--- config.mk ---
export PLATFORM = sky130hd
export DESIGN_NAME = digit_scroller
export DESIGN_NICKNAME = d
export VERILOG_FILES = /design/src/rtl/digit_scroller.sv
export SDC_FILE = /design/constraint.sdc
export NUM_CORES = 1
export LEC_CHECK = 0
export ABC_AREA = 0
export CORE_ASPECT_RATIO = 1.4
export CORE_UTILIZATION = 35
export DETAILED_ROUTE_END_ITERATION = 6
export GPL_ROUTABILITY_DRIVEN = 0
export HOLD_SLACK_MARGIN = 0.03
export REMOVE_ABC_BUFFERS = 1
export SYNTH_ARGS = -nofsm -noshare
export SYNTH_HDL_FRONTEND = slang
export SYNTH_SLANG_ARGS = --single-unit
--- constraint.sdc ---
create_clock -name clk -period 2 [get_ports clk]
set_input_delay 0.3 -clock clk [delete_from_list [all_inputs] [get_ports clk]]
set_output_delay 0.3 -clock clk [all_outputs]
set_load 0.01 [all_outputs]
--- src/rtl/digit_scroller.sv ---
// Ten-digit BCD message scroller: rotates the message one digit per tick (or per
// manual step while paused) and presents a registered four-digit window.
module digit_scroller #(
    parameter int TICK_DIV = 25000000
) (
    input  logic        clk,
    input  logic        rst,
    input  logic        load,
    input  logic [39:0] msg_in,
    input  logic        run,
    input  logic        dir,
    input  logic        step,
    output logic [15:0] data,
    output logic [3:0]  pos,
    output logic        upd,
    output logic        wrap
);

    // state   | meaning
    // S_IDLE  | no message loaded; window held at zero
    // S_RUN   | automatic scrolling, one step per TICK_DIV cycles
    // S_PAUSE | scrolling halted; manual step pulses rotate the window
    typedef enum logic [1:0] {
        S_IDLE  = 2'd0,
        S_RUN   = 2'd1,
        S_PAUSE = 2'd2
    } state_t;

    localparam int DIV_W = (TICK_DIV > 2) ? $clog2(TICK_DIV) : 1;
    localparam logic [DIV_W-1:0] DIV_MAX = DIV_W'(TICK_DIV - 1);

    state_t           state_q;
    logic [39:0]      msg_q;
    logic [15:0]      data_q;
    logic [3:0]       pos_q;
    logic [DIV_W-1:0] div_q;
    logic             upd_q;
    logic             wrap_q;

    logic [39:0]      msg_d;
    logic [3:0]       pos_d;
    logic             wrap_d;

    // Rotated message and position for a step in the current direction.
    always_comb begin
        msg_d  = msg_q;
        pos_d  = pos_q;
        wrap_d = 1'b0;
        if (dir) begin
            msg_d  = {msg_q[3:0], msg_q[39:4]};
            pos_d  = (pos_q == 4'd0) ? 4'd9 : pos_q - 4'd1;
            wrap_d = (pos_q == 4'd0);
        end else begin
            msg_d  = {msg_q[35:0], msg_q[39:36]};
            pos_d  = (pos_q == 4'd9) ? 4'd0 : pos_q + 4'd1;
            wrap_d = (pos_q == 4'd9);
        end
    end

    always_ff @(posedge clk) begin
        if (rst) begin
            state_q <= S_IDLE;
            msg_q   <= '0;
            data_q  <= '0;
            pos_q   <= '0;
            div_q   <= '0;
            upd_q   <= 1'b0;
            wrap_q  <= 1'b0;
        end else begin
            upd_q  <= 1'b0;
            wrap_q <= 1'b0;
            if (load) begin
                msg_q   <= msg_in;
                data_q  <= msg_in[39:24];
                pos_q   <= '0;
                div_q   <= '0;
                upd_q   <= 1'b1;
                state_q <= run ? S_RUN : S_PAUSE;
            end else begin
                case (state_q)
                    S_RUN: begin
                        if (!run) begin
                            state_q <= S_PAUSE;
                            div_q   <= '0;
                        end else if (div_q == DIV_MAX) begin
                            div_q  <= '0;
                            msg_q  <= msg_d;
                            data_q <= msg_d[39:24];
                            pos_q  <= pos_d;
                            upd_q  <= 1'b1;
                            wrap_q <= wrap_d;
                        end else begin
                            div_q <= div_q + DIV_W'(1);
                        end
                    end
                    S_PAUSE: begin
                        // Resuming takes priority over a coincident step pulse.
                        if (run) begin
                            state_q <= S_RUN;
                            div_q   <= '0;
                        end else if (step) begin
                            msg_q  <= msg_d;
                            data_q <= msg_d[39:24];
                            pos_q  <= pos_d;
                            upd_q  <= 1'b1;
                            wrap_q <= wrap_d;
                        end
                    end
                    default: begin
                        state_q <= S_IDLE;
                        div_q   <= '0;
                    end
                endcase
            end
        end
    end

    assign data = data_q;
    assign pos  = pos_q;
    assign upd  = upd_q;
    assign wrap = wrap_q;

endmodule

==> results.toml <==
[finish]
final_util = 0.4849
instances_no_fill = 721
multi_input_area_um2 = 2452
final_cell_mix = "mux2i_1 (80), dfxtp_1 (71), nor2_1 (68), clkdlybuf4s50_1 (65), nand2_1 (58)"
layout.nets = 622
num_antenna_cells = 0
finalInstanceArea_um2 = 5554
area_growth_pct = 32.94
layout_commonest_cell = "mux2i_1"
layout-drive-gt1-share = 0.1438
regArea_um2 = 1466
n_fill_cell = 1109

[worst_setup_path]
cp-start-kind = "register"
slowest_stage = "or4b_4"
crit_chain = "or4b_4 -> nor4_4 -> buf_4 -> a211o_4 -> clkbuf_16 -> mux2i_1 -> nor2_1"
r2r-start = "div_q[10]"
path_buf_inv = 2
cp.arrival_ps = 2270
reg2reg_depth = 7
max_stage_delay_ps = 530
r2r_end = "msg_q[38]"
critical_path.top_delay_family = "simple AND/OR/NAND/NOR gates"
rrSetupSlack_ps = -60
end_kind = "register"
critPathMaxFanout = 8
crit_required_ps = 2200
criticalPathCategory = "register to register"

[synthesis]
avgSynthCellArea_um2 = 8.440
async_reset_ff_frac = 0
synth_area_um2 = 4178
synthDistinctLibCells = 43
ys_ff_latch = 73
synth-edff-count = 0
synthCells = 495
ys_seq_area_frac = 0.3498
yosys_warnings = 0
synthFlopType = "dfxtp_1"

[place]
dp_hpwl_um = 7176
post-place-ws_ps = -163.5
port_buffers = 67
placed_cell_area_um2 = 5060
dpl.cell_count = 701

[die]
dieArea_um2 = 12380
io_pins = 68
fp.dieW_um = 94.34
num_rows = 46
design.core.area_um2 = 11450
initial_core_util = 0.3648
die_h_um = 131.3

[timing]
skew_ps = 4.414
min_period_ps = 2061
relSlewSlack = 0.6593
worst_slack_ps = -61.26
whs_ps = 499.8
finalSetupViolCount = 40
rsz0062_at_grt = "true"
tns_ps = -1329
hold_violations = 0
period_share = 1.031
clock.fmax_mhz = 485.1
maxSlewViolCount = 0
worst_pin_slew_ps = 511.0

[clock_network]
cts_root_buf = "clkbuf_16"
clockBufferDepth = 2
cts_buffers = 9
clock_sinks = 73
cts.htree.levels = 3
cts_tree = "done"
insertion_delay_ps = 330
clkTransAtPathRegs_ps = 60

[routing]
wl_um = 10220
vias = 3731
drt_first_pass_iters = 4
drc = 0
postRouteAntennaNets = 0
drtIter0Drc = 212
wire_per_inst_um = 14.18
vias_per_cell = 5.175

[hold_path]
whs_path_depth = 3
worstHoldStart = "load"
hp-class = "input port to register"
hold-path-endpoint = "pos[0]"

[global_route]
grt_pass1_wl_um = 16950
grt_max_degree = 47
grt_pass1_vias = 3591
grt_util_all_layers = 0.1687
antenna_found_initial = 0
overflow = 0

[status]
status = "finished with violations"
violations = "negative setup slack"

[job]
maxCapViolCount = 0

[power_and_ir_drop]
total_power_mw = 3.761
ir_drop_uv = 424.6
power.density_nw_per_um2 = 677.2
p_leak_nw = 2.213
-- registers in the layout, summed over array words and instances, names as in the netlist --
register / flops
upd: 1
pos: 4
msg_q: 40
div_q: 25
wrap: 1
state_q: 2
-- worst reg2reg max path: cells and delay by family (launching register included) --
kind            cells  cell delay, ps
buf+inv             2             350
simple gates        3             810
mux                 1             200
flops               1             350
compound gates      1             230
-- area by class of cell --
cell class,count,share of cell area
multi-input cells,369,0.4415
flip-flops and latches,73,0.2640
repair buffers,113,0.2000
clock buffers,10,0.04303
well taps,144,0.03244
clock inverters,5,0.01419
inverters,7,0.004731
-- synth_stat cells, types with 7 or more instances --
master | count | area share
nor2_1 | 68 | 0.061
a31oi_1 | 8 | 0.012
buf_4 | 16 | 0.029
a21oi_1 | 9 | 0.011
nand4_1 | 10 | 0.015
nand3_1 | 11 | 0.013
xnor2_1 | 13 | 0.027
inv_1 | 7 | 0.0063
clkbuf_1 | 17 | 0.015
dfxtp_1 | 73 | 0.35
xor2_1 | 7 | 0.015
nand2_1 | 58 | 0.052
o21ai_0 | 46 | 0.055
nor3_1 | 8 | 0.0096
mux2i_1 | 82 | 0.20
-- how the worst max path moves through the flow --
stage               from         to  slack, ps  depth (start not counted)
6_report       div_q[10]  msg_q[38]        -60                          7
5_1_grt        div_q[10]  msg_q[14]       -140                          7
4_1_cts        div_q[10]  msg_q[38]        -50                          7
3_5_place_dp    div_q[8]  msg_q[13]       -160                          7
3_3_place_gp    div_q[8]  msg_q[28]       -160                          7
2_1_floorplan   div_q[7]   msg_q[0]       -850                          5
-- routing by layer --
metal / up-vias / wire [µm] / part of all wire / GRT usage
li1: 1875 / - / - / -
met1: 1770 / 4513 / 0.44 / 0.2043
met2: 76 / 5242 / 0.51 / 0.2923
met3: 10 / 348 / 0.034 / 0.02951
met4: 0 / 118 / 0.012 / 0.05983
met5: - / 0 / 0 / 0
-- what timing repair did --
action,4_1_cts,5_1_grt
setup endpoints to repair,67,55
gates resized for setup,5,13
hold buffers,0,0
pin swaps,3,2
buffers inserted,0,2
gates cloned,1,2
-- cells by family after synthesis --
group           after synthesis  share of synthesized area
buf+inv                      53                    0.08236
fa+ha+maj                     3                   0.008986
simple gates                188                     0.2126
mux                          82                     0.1965
xor+xnor                     20                    0.04193
compound gates               76                     0.1078
flops                        73                     0.3498
-- power breakdown --
group	internal [mW]	switching (mW)	total (mW)
sequential	1.50	0.0438	1.54
clock	1.12	0.610	1.73
combinational	0.268	0.219	0.488
total	2.89	0.874	3.76
No activity file was read; power rests on OpenSTA's default activity.
